===== src/rtl/seg_scan_display.sv =====
// seg_scan_display: time-multiplexed N-digit seven-segment driver with shadow buffer and leading-zero blanking
module seg_scan_display #(
  parameter int DIGITS   = 4,
  parameter int SCAN_DIV = 50000,
  parameter int DIV_W    = 20
) (
  input  logic                clk,
  input  logic                rst_n,
  input  logic [4*DIGITS-1:0] data,
  input  logic [DIGITS-1:0]   dp_in,
  input  logic [DIGITS-1:0]   blank_in,
  input  logic                lzb,
  input  logic                load,
  output logic [DIGITS-1:0]   an,
  output logic [6:0]          seg,
  output logic                dp,
  output logic                frame_done
);
  localparam int IW = DIGITS > 1 ? $clog2(DIGITS) : 1;
  localparam logic [DIV_W-1:0] DIV_MAX = DIV_W'(SCAN_DIV - 1);
  localparam logic [IW-1:0] IDX_MAX = IW'(DIGITS - 1);
  localparam logic [6:0] GLYPH [16] = '{
    7'b1000000, 7'b1111001, 7'b0100100, 7'b0110000,
    7'b0011001, 7'b0010010, 7'b0000010, 7'b1111000,
    7'b0000000, 7'b0010000, 7'b0001000, 7'b0000011,
    7'b1000110, 7'b0100001, 7'b0000110, 7'b0001110
  };
  logic [DIV_W-1:0]    div_q, div_d;
  logic [IW-1:0]       idx_q, idx_d;
  logic [4*DIGITS-1:0] data_q;
  logic [DIGITS-1:0]   dpm_q, blank_q;
  logic [DIGITS-1:0]   an_q, an_d;
  logic [6:0]          seg_q, seg_d;
  logic                dp_q, dp_d, fd_q;
  logic                tick, wrap, blank;
  logic [3:0]          nib;
  logic [DIGITS-1:0]   upper_zero;
  // upper_zero[i]: every nibble from i up to the top digit is zero
  for (genvar i = 0; i < DIGITS; i++) begin : g_uz
    assign upper_zero[i] = data_q[4*DIGITS-1:4*i] == '0;
  end
  always_comb begin
    tick  = div_q == DIV_MAX;
    wrap  = tick && idx_q == IDX_MAX;
    div_d = tick ? '0 : div_q + 1'b1;
    idx_d = wrap ? '0 : tick ? idx_q + 1'b1 : idx_q;
    nib   = data_q[{idx_q, 2'b00} +: 4];
    blank = blank_q[idx_q] | (lzb & (idx_q != '0) & upper_zero[idx_q]);
    an_d  = ~(DIGITS'(1) << idx_q);
    seg_d = blank ? 7'h7f : GLYPH[nib];
    dp_d  = blank | ~dpm_q[idx_q];
  end
  always_ff @(posedge clk) begin
    if (!rst_n) begin
      div_q   <= '0;
      idx_q   <= '0;
      data_q  <= '0;
      dpm_q   <= '0;
      blank_q <= '0;
      an_q    <= '1;
      seg_q   <= '1;
      dp_q    <= 1'b1;
      fd_q    <= 1'b0;
    end else begin
      div_q <= div_d;
      idx_q <= idx_d;
      if (load) begin
        data_q  <= data;
        dpm_q   <= dp_in;
        blank_q <= blank_in;
      end
      an_q  <= an_d;
      seg_q <= seg_d;
      dp_q  <= dp_d;
      fd_q  <= wrap;
    end
  end
  assign an         = an_q;
  assign seg        = seg_q;
  assign dp         = dp_q;
  assign frame_done = fd_q;
endmodule


===== config.mk =====
export PLATFORM = sky130hd
export DESIGN_NAME = seg_scan_display
export DESIGN_NICKNAME = d
export VERILOG_FILES = /design/src/rtl/seg_scan_display.sv
export SDC_FILE = /design/constraint.sdc
export NUM_CORES = 1
export LEC_CHECK = 0
export CORE_MARGIN = 2
export CORE_UTILIZATION = 30
export DETAILED_ROUTE_END_ITERATION = 10
export HOLD_SLACK_MARGIN = 0.05
export PLACE_DENSITY = 0.5
export SLEW_MARGIN = 20
export SYNTH_ARGS = -nofsm -noshare
export SYNTH_HDL_FRONTEND = slang
export SYNTH_SLANG_ARGS = --single-unit

===== constraint.sdc =====
create_clock -name clk -period 3.77 [get_ports clk]
set_clock_uncertainty 0.2 [all_clocks]
set_input_delay 1.131 -clock clk [delete_from_list [all_inputs] [get_ports clk]]
set_output_delay 1.131 -clock clk [all_outputs]
set_load 0.1 [all_outputs]

== After elaboration in Yosys (flattened, before gate mapping) ==
Memories as Yosys holds them, arrays and structs flattened. A register that Yosys moved wholly into a read port is not among the register bits.
Index checks and enable logic that the tools add are counted.
Storage, ports and cells
  memories: 1
  bits in writable memories: 0
  input bits: 28
  bits in latches: 0
  memory bits (read-only): 112
  logic and storage cells: 39
  bits in registers: 52
Memories
  (no name shown): words 16, width 7, read ports 1, clocked after memory_dff 1, wr ports 0, RTL line 50  | seg_d = blank ? 7'h7f : GLYPH[nib];
Operators by class
  multiplexer cells: 6
  shifts and indexed selects: 2
  bitwise gates (word level): 8
  $lt $le $gt $ge: 1
  divide/modulo/power cells: 0
  equal/unequal tests: 2
  multiply operators: 0
  $add $sub $neg: 2
  reduce and logical (&&, ||, !) cells: 9
Operators with widths (count)
  $add A20 B1 Y20 const B: 1
  $eq A20 B16 Y1 const B: 1
  $logic_not A16 Y1: 1
  $shiftx A16 B5 Y4: 1
  $logic_not A12 Y1: 1
  $logic_not A8 Y1: 1
  $bmux W1 S2: 3
  $reduce_or A2 Y1: 3
  $not A4 Y5: 1
  $logic_not A4 Y1: 1
  $not A4 Y4: 1
  $shl A1 B2 Y4 const A: 1
  $lt A2 B3 Y1 const B: 1
  $mux W1: 3
  $add A2 B1 Y2 const B: 1
  $and A1 B1 Y1: 2
  $eq A2 B2 Y1 const B: 1
  $not A1 Y1: 2
  $or A1 B1 Y1: 2
  $reduce_bool A2 Y1: 1
  $logic_and A1 B1 Y1: 1

== Longest topological paths before layout ==
Gate-level depths: netlist of run 1.
  word-level depth: 6
  mapped depth: 8
  depth with buffers taken out: 7

== Worst setup path before layout of run 1 ==
Ideal clock, no wire load.
  path kind: reg2reg
  start point: reg idx_q[0]
  end point: reg seg_q[0], in the netlist seg[0]
  path slack: 1.328 ns
  stages on the path, launching flop included: 9
  required time: 3.483 ns
  data arrival time: 2.155 ns
  path buffers: 1
  path through: dfxtp_1 buf_2 mux4_2 inv_1 ha_1 nor3_1 a22o_1 a211o_1 o31ai_1
On the way
  word-level cells in the longest chain between the ends: 5
  elaborated cells between the ends (all ways): 11
Ends and longest elaborated chain
  from (decl): RTL line 29  | logic [IW-1:0] idx_q, idx_d;
  from (signal assigned): RTL line 66  | idx_q <= idx_d;
  $bmux W1 S2 / $reduce_bool A2 Y1 (equally long branches): RTL line 48  | blank = blank_q[idx_q] | (lzb & (idx_q != '0) & upper_zero[idx_q]);
  $mux W1 (not written as such) / $and A1 B1 Y1 (equally long branches): RTL line 48
  $and A1 B1 Y1: RTL line 48
  $or A1 B1 Y1: RTL line 48
  $reduce_or A2 Y1 (no source line)
  to (decl): RTL line 33  | logic [6:0] seg_q, seg_d;
Parallel ways exist; a longest one is shown, timed or not. The select of a mux whose other input is x is not followed.
A chain may end at the register's enable or synchronous reset.

== Worst setup path in the final report of run 1 ==
Same ends and word-level chain as after synthesis.

==> results of run 1 <==
## logic make-up (layout without fill, tap and decap cells)
group	count (synthesis)	in the layout	synth area share (%)
buffers and inverters	22	69	4.11
AOI/OAI and AO/OA	20	20	5.13
adders and majority gates	11	11	4.91
xor gates and xnor gates	18	18	5.62
muxes	39	39	15.9
and+or+nand+nor	114	114	22.2
DFF	59	59	42.1
## synth_stat cells, drive strengths merged (2+ instances only)
library cell,instances,area share (%)
o211ai,6,1.6
mux4,4,3.2
nor2,26,3.5
xor2,14,4.4
xnor2,4,1.2
nand4,6,1.3
nor4,5,1.1
nor2b,27,6.0
ha,11,4.9
mux2,4,1.6
and2,3,0.67
nand3,11,2.0
nand2,15,2.0
nand3b,4,1.1
and3,2,0.45
nand2b,2,0.45
mux2i,31,11
o21ai,2,0.36
dfxtp,59,42
clkbuf,8,1.1
a211oi,3,0.80
buf,7,2.1
inv,7,0.94
nor3,7,1.7
a21oi,2,0.36
## per-stage QoR
stage	instances	total power, mW	area (µm²)
detailed placement	425	0.884	3270
global route	441	1.59	3490
global placement	425	0.882	3270
CTS	441	1.55	3490
finish	441	1.53	3490
floorplan	283	0.821	2800
## how the worst min path moves through the flow
| stage | depth (start not counted) | to | startpoint |
|---|---|---|---|
| detailed placement | 1 | div_q[0]$_SDFF_PP0_ | div_q[0]$_SDFF_PP0_ |
| finish | 1 | div_q[0]$_SDFF_PP0_ | div_q[0]$_SDFF_PP0_ |
| global route | 1 | div_q[0]$_SDFF_PP0_ | div_q[0]$_SDFF_PP0_ |
| floorplan | 1 | div_q[0]$_SDFF_PP0_ | div_q[0]$_SDFF_PP0_ |
| global placement | 1 | div_q[0]$_SDFF_PP0_ | div_q[0]$_SDFF_PP0_ |
| CTS | 1 | div_q[0]$_SDFF_PP0_ | div_q[0]$_SDFF_PP0_ |
## power groups by stage
| stage | combinational, mW | clock, mW | sequential, mW |
|---|---|---|---|
| final | 0.201 | 0.658 | 0.668 |
| after floorplan | 0.0826 | 0 | 0.738 |
| after global routing | 0.215 | 0.707 | 0.671 |
| after CTS | 0.202 | 0.677 | 0.668 |
| after global placement | 0.200 | 0 | 0.682 |
| after detailed placement | 0.202 | 0 | 0.682 |
## sequential cells by signal, indices dropped and copies added, names as in the netlist
name,cells
data_q,16
div_q,20
an,4
dp,1
idx_q,2
blank_q,4
dpm_q,4
frame_done,1
seg,7
## layout make-up
cell class / count / area share [%]
clock buffer: 12 / 4.44
multi-input combinational: 202 / 43.1
timing repair buffer: 46 / 11.8
sequential: 59 / 33.8
tap: 111 / 3.97
inverter: 7 / 0.752
clock inverter: 4 / 2.08
## worst register-to-register path, stage by stage (launching register included)
cell,delay [ns]
dfxtp_1,0.55
mux4_2,0.66
inv_1,0.15
ha_1,0.34
nor3_1,0.10
a22o_1,0.24
a211o_1,0.23
o31ai_1,0.25
## metal layers
layer  share of wire (%)  vias up  global-route usage [%]
met1                  52      990                    18.2
met2                  41       42                    17.3
met5                   0        -                       0
met3                 4.7        7                    4.16
li1                    -     1067                       -
met4                 1.7        0                    6.01
==> results.toml, run 1 <==
[pwr]
powerDensity_nw_per_um2 = 437
p_int_mw = 1.14
p_clk_share_pct = 43.1
switching_power_uw = 388
power_leakage_nw = 1.38
p_seq_share_pct = 43.7
p_comb_share_pct = 13.1
swShare_pct = 25.4
peakVddDrop_mv = 0.141

[finish]
antennaDiodeCount = 0
drive_gt1_share_pct = 13.6
fin_util_pct = 38.2
final_cell_mix = "dfxtp_1 (59), mux2i_1 (31), nor2b_1 (27), clkdlybuf4s50_1 (27), nor2_1 (26)"
n_fill_cell = 919
multi_input_area_um2 = 1510
regArea_um2 = 1180
synthToLayoutAreaGrowth_pct = 24.6
nets = 364
layout_commonest_cell = "dfxtp_1"

[sta]
finalSetupViolCount = 0
min_period_over_period_pct = 74.3
hold_violations = 0
tns_ns = 0
fin_hold_ws_ns = 0.250
slew_headroom_pct = 45.1
finalMaxSlewViolations = 0
rsz0062_at_grt = "false"
tightest_slew_ns = 0.817
setup_slack_ns = 0.968
min_period_ns = 2.80
max_freq_ghz = 0.357

[worst_setup_path]
r2r-end = "seg[0]$_SDFF_PP1_"
critPathTopFamily = "compound AO/OA/AOI/OAI gates"
r2r_setup_slack_ns = 0.97
crit_path_start_kind = "flip-flop"
path_class = "flip-flop to flip-flop"
cp_data_arrival_time_ns = 2.84
worstRegToRegCells = 7
path_depth = 7
worstSetupStartpoint = "idx_q[0]$_SDFFE_PP0P_"
crit_chain = "mux4_2 > inv_1 > ha_1 > nor3_1 > a22o_1 > a211o_1 > o31ai_1"
critPathRequiredTime_ns = 3.81
path_buf_inv = 1
critPathMaxFanout = 8
cp_slowest_cell = "mux4_2"
end_kind = "flip-flop"
max_stage_delay_ns = 0.65
cp-endpoint = "seg[0]$_SDFF_PP1_"
worstReg2RegStart = "idx_q[0]$_SDFFE_PP0P_"

[synth]
async_reset_ff_share_pct = 0
yosysWarnings = 0
synth-edff-count = 0
synthFlopType = "dfxtp_1"
synth_seq_cells = 59
ys_seq_area_share_pct = 42.1
ys_types = 42
synth_area_um2 = 2800
syn_area_per_cell_um2 = 9.91
synth_nets = 322
syn_inst = 283

[detailed_routing]
drtAntennaViolNets = 0
firstDrtPassIters = 4
routedWlPerCell_um = 13.5
num_vias = 2106
routed_via_density = 4.78
wl_um = 5950
first_iter_violations = 86
drcViolationCount = 0

[die]
core_um2 = 9150
rows = 35
start_util_pct = 30.6
die_h_um = 101
die_area_um2 = 10100
die_w_um = 101
ios = 41

[clock_tree]
cts_tree = "yes"
ctsResizeCount = 0
h-tree-depth = 3
clkSinkCount = 59
post-cts-setup-buffers = 0
clk_pin_slew_ns = 0.07
clock_path_buffers = 2
cts-hold-fix-buffers = 0
root_buffer = "clkbuf_8"
cts_made_buffers = 9
clk_latency_ns = 0.34

[placement]
dp_slack_ns = 0.823
place_congestion = 0.858
hpwl_um = 4240
port_buffers = 40

[global_route]
overflow = 0
track_usage_pct = 12.8
antenna_found_initial = 0
first_global_vias = 1992
grt_max_degree = 25
grt_pass1_wl_um = 9960

[min_path]
hold_class = "flip-flop to flip-flop"

[job]
maxCapViolations = 0

[status]
status = "finished, final reports clean"
(Power assumes the default switching activity.)
==> run 2: changes to the inputs <==
clock period = 2.6 ns   (was 3.77 ns; I/O delays follow)
==> run 2 against run 1 <==
Compared with the run above:
- utilization up 0.59 points
- clock-buffer cell count shrank 2
- power rose by 44%
- sequential power up 45%
- critical path depth is the same
- cell area grew 1.5%
- die area is the same
==> results.toml, run 2 (synthesized netlist as in run 1, its figures left out) <==
[status]
status = "finished, final reports clean"

[clock_tree]
ctsResizeCount = 0
clk_pin_slew_ns = 0.07
h-tree-depth = 3
cts_made_buffers = 9
cts_tree = "yes"
clock_path_buffers = 2
clk_latency_ns = 0.33
post-cts-setup-buffers = 0
root_buffer = "clkbuf_8"
clkSinkCount = 59
cts-hold-fix-buffers = 0

[pwr]
p_int_mw = 1.63
power_leakage_nw = 1.40
p_seq_share_pct = 44.0
peakVddDrop_mv = 0.209
swShare_pct = 26.0
powerDensity_nw_per_um2 = 621
p_comb_share_pct = 13.5
p_clk_share_pct = 42.5
switching_power_uw = 574

[global_route]
track_usage_pct = 13.1
grt_pass1_wl_um = 10300
grt_max_degree = 27
antenna_found_initial = 0
first_global_vias = 2070
overflow = 0

[detailed_routing]
first_iter_violations = 94
wl_um = 5990
routedWlPerCell_um = 13.5
drtAntennaViolNets = 0
num_vias = 2074
firstDrtPassIters = 4
routed_via_density = 4.66
drcViolationCount = 0

[placement]
dp.cells = 429
placed_area_um2 = 3320
hpwl_um = 4400
port_buffers = 40
place_congestion = 0.835

[sta]
min_period_ns = 2.41
max_freq_ghz = 0.416
rsz0062_at_grt = "false"
finalSetupViolCount = 0
tightest_slew_ns = 0.594
tns_ns = 0
slew_headroom_pct = 60.3
finalMaxSlewViolations = 0
hold_violations = 0
min_period_over_period_pct = 92.5

[die]
ios = 41
die_w_um = 101
core_um2 = 9150
die_h_um = 101
rows = 35
start_util_pct = 30.6
die_area_um2 = 10100

[worst_setup_path]
end_kind = "flip-flop"
path_class = "flip-flop to flip-flop"
critPathMaxFanout = 6
crit_path_start_kind = "flip-flop"
critPathRequiredTime_ns = 2.64
cp_data_arrival_time_ns = 2.45

[finish]
synthToLayoutAreaGrowth_pct = 26.6
largest_register = "div_q"
final_cell_area_um2 = 3550
layout_commonest_cell = "dfxtp_1"
drive_gt1_share_pct = 15.0
nets = 368
antennaDiodeCount = 0
final_cell_mix = "dfxtp_1 (59), mux2i_1 (31), nor2b_1 (27), clkdlybuf4s50_1 (27), nor2_1 (26)"
fin_cells = 445
largest_register_ffs = 20

[min_path]
hold_class = "flip-flop to flip-flop"

[job]
maxCapViolations = 0
-- run 2: metrics by stage --
step	hold WS [ns]	setup WS, ns	util (%)	power (mW)
after detailed placement	0.240	0.161	36.3	1.29
after CTS	0.254	0.201	38.8	2.23
after global routing	0.283	0.0454	38.8	2.32
after global placement	0.230	0.192	36.3	1.29
after floorplan	0.217	0.158	-	1.19
final	0.248	0.195	38.8	2.20
-- run 2: path summary, 6_finish.rpt --
check | slack, ns | end | cells after the start | start
setup / recovery | 0.19 | seg[0]$_SDFF_PP1_ | 7 | idx_q[0]$_SDFFE_PP0P_
hold / removal | 0.25 | div_q[0]$_SDFF_PP0_ | 1 | div_q[0]$_SDFF_PP0_
setup reg to reg | 0.19 | seg[0]$_SDFF_PP1_ | 7 | idx_q[0]$_SDFFE_PP0P_
hold reg to reg | 0.25 | div_q[0]$_SDFF_PP0_ | 1 | div_q[0]$_SDFF_PP0_
-- run 2: final cells by class --
cell class              count  area [µm²]
fillers                   918        5600
multi-input cells         202        1510
flip-flops and latches     59        1180
repair buffers             50         468
well taps                 111         139
clock buffers              10         138
clock inverters             6        88.8
inverters                   7        26.3
-- run 2: worst max-delay path: stages (launching register included) --
cell and delay, ns:
dfxtp_1 0.40, mux4_2 0.61, inv_1 0.16, ha_1 0.19
nor3_1 0.06, a22o_1 0.23, a211o_1 0.23, o31ai_1 0.25
-- run 2: power groups by stage --
stage	clock [mW]	combinational (mW)	sequential, mW
final	0.937	0.297	0.970
after global routing	1.02	0.321	0.974
after CTS	0.965	0.300	0.970
after detailed placement	0	0.300	0.990
after global placement	0	0.299	0.990
after floorplan	0	0.120	1.07
-- run 2: metal layers --
layer,wire length (µm),up-vias,track usage (%)
li1,-,1078,-
met3,253,5,4.37
met4,45,0,4.74
met1,3050,953,18.7
met5,0,-,0
met2,2630,38,18.3
==> run 3: changes to the inputs <==
ABC_AREA = 1   (was unset)
==> run 3 against run 2 <==
Compared with the run above:
- clock-buffer cell count increased by 1
- flip-flop and latch count unchanged
- maximum frequency grew 16%
- sequential share of layout area decreased by 1.0 points
- routed wire length increased by 13%
- critical path type unchanged
- highest routed layer unchanged
==> results.toml, run 3 <==
[sta]
tightest_slew_ns = 0.528
min_period_ns = 2.07
tns_ns = 0
min_period_over_period_pct = 79.6
rsz0062_at_grt = "false"
finalMaxSlewViolations = 0
hold_violations = 0
finalSetupViolCount = 0
slew_headroom_pct = 64.7
max_freq_ghz = 0.483

[synth]
ys_types = 35
synth_area_um2 = 2970
synthFlopType = "dfxtp_1"
synth_top_area_share_pct = 39.8
async_reset_ff_share_pct = 0
syn_area_per_cell_um2 = 7.12
syn_inst = 417
synthTopCellsByCount = "nand2_1 (98), nor2_1 (74), dfxtp_1 (59)"
synth_top_area_cell = "dfxtp_1"
synthTopCellsByArea = "dfxtp_1 (40%), nand2_1 (12%), nor2_1 (9.4%)"
yosysMostFrequentCell = "nand2_1"
yosysWarnings = 0
ys_seq_area_share_pct = 39.8
synth_seq_cells = 59
synth_nets = 456
synth-edff-count = 0

[clock_tree]
h-tree-depth = 3
clk_pin_slew_ns = 0.07
cts_tree = "yes"
post-cts-setup-buffers = 0
ctsResizeCount = 0
cts-hold-fix-buffers = 0
clock_path_buffers = 2
clk_latency_ns = 0.34
cts_made_buffers = 9
root_buffer = "clkbuf_8"
clkSinkCount = 59

[worst_setup_path]
critPathTopFamily = "simple AND/OR/NAND/NOR gates"
path_class = "flip-flop to flip-flop"
crit_chain = "inv_4 > nand3_1 > nand2_1 > inv_1 > ha_1 > nand3_1 > nand2_1 > nand2_1 > nand3_1"
max_stage_delay_ns = 0.65
critPathMaxFanout = 12
path_buf_inv = 2
cp_data_arrival_time_ns = 2.16
end_kind = "flip-flop"
critPathRequiredTime_ns = 2.69
crit_path_start_kind = "flip-flop"
cp_slowest_cell = "dfxtp_1"

[min_path]
hold_class = "flip-flop to flip-flop"

[placement]
place_congestion = 0.816
hpwl_um = 4950
port_buffers = 40
placed_area_um2 = 3450

[finish]
antennaDiodeCount = 0
final_cell_area_um2 = 3660
nets = 499
final_cell_mix = "nand2_1 (98), nor2_1 (74), dfxtp_1 (59)"
largest_register_ffs = 20
synthToLayoutAreaGrowth_pct = 23.2
drive_gt1_share_pct = 14.4
layout_commonest_cell = "nand2_1"
n_fill_cell = 1039
largest_register = "div_q"

[die]
die_w_um = 103
rows = 36
die_h_um = 103
core_um2 = 9680
die_area_um2 = 10700
start_util_pct = 30.7
ios = 41

[job]
maxCapViolations = 0

[global_route]
overflow = 0
grt_pass1_wl_um = 11500
track_usage_pct = 13.8
grt_max_degree = 27
antenna_found_initial = 0
first_global_vias = 2442

[pwr]
powerDensity_nw_per_um2 = 591
power_leakage_nw = 1.47
p_total_mw = 2.16
peakVddDrop_mv = 0.244

[detailed_routing]
drtAntennaViolNets = 0
first_iter_violations = 131
drcViolationCount = 0
num_vias = 2627
routed_via_density = 4.39
wl_um = 6770
routedWlPerCell_um = 11.3
firstDrtPassIters = 4

[status]
status = "finished, final reports clean"
## run 3: cells by family (layout without fill, tap and decap cells)
group           after synthesis  in the layout  synth area share [%]
compound gates               52             52                  10.2
simple gates                242            242                  36.6
flops                        59             59                  39.8
xor+xnor                      3              3                 0.885
fa+ha+maj                    11             11                  4.64
buf+inv                      50             98                  7.84
## run 3: per-stage QoR
step	std cells	util [%]	hold slack, ns	setup WS [ns]
5_1_grt	598	37.8	0.285	0.290
4_1_cts	598	37.8	0.261	0.541
6_report	598	37.8	0.260	0.530
3_3_place_gp	582	35.6	0.237	0.434
3_5_place_dp	582	35.6	0.246	0.385
2_1_floorplan	417	-	0.227	0.711
## run 3: worst register-to-register path: cells and delay by family, from the launching register on
kind,cells,cell delay (ns)
fa+ha+maj,1,0.24
flops,1,0.65
buf+inv,2,0.27
simple gates,6,0.67
## run 3: area by class of cell
class                   count  area, µm²  share of cell area (%)
clock inverters             5       77.6                    2.12
well taps                 133        166                    4.55
multi-input cells         308       1560                    42.5
clock buffers              11        131                    3.59
repair buffers             45        405                    11.1
inverters                  37        141                    3.86
flip-flops and latches     59       1180                    32.3
## run 3: metal layers
metal  GRT usage (%)  vias up  part of all wire (%)  routed length (µm)
met4            6.07        0                   1.4                  93
met2            19.4       64                    41                2750
li1                -     1413                     -                   -
met1            20.2     1142                    52                3540
met3            2.89        8                   5.6                 382
met5               0        -                     0                   0
## run 3: where the power goes
group	internal, mW	switching [mW]	leakage, nW
logic	0.101	0.194	0.885
clock network	0.537	0.362	0.103
registers	0.946	0.0221	0.485
## run 3: final timing paths
path                                             to  slack (ns)                  start  cells past startpoint
worst max-delay path              seg[0]$_SDFF_PP1_        0.53  idx_q[1]$_SDFFE_PP0P_                      9
worst min-delay path            div_q[0]$_SDFF_PP0_        0.26    div_q[0]$_SDFF_PP0_                      1
worst max register to register    seg[0]$_SDFF_PP1_        0.53  idx_q[1]$_SDFFE_PP0P_                      9
worst min register to register  div_q[0]$_SDFF_PP0_        0.26    div_q[0]$_SDFF_PP0_                      1
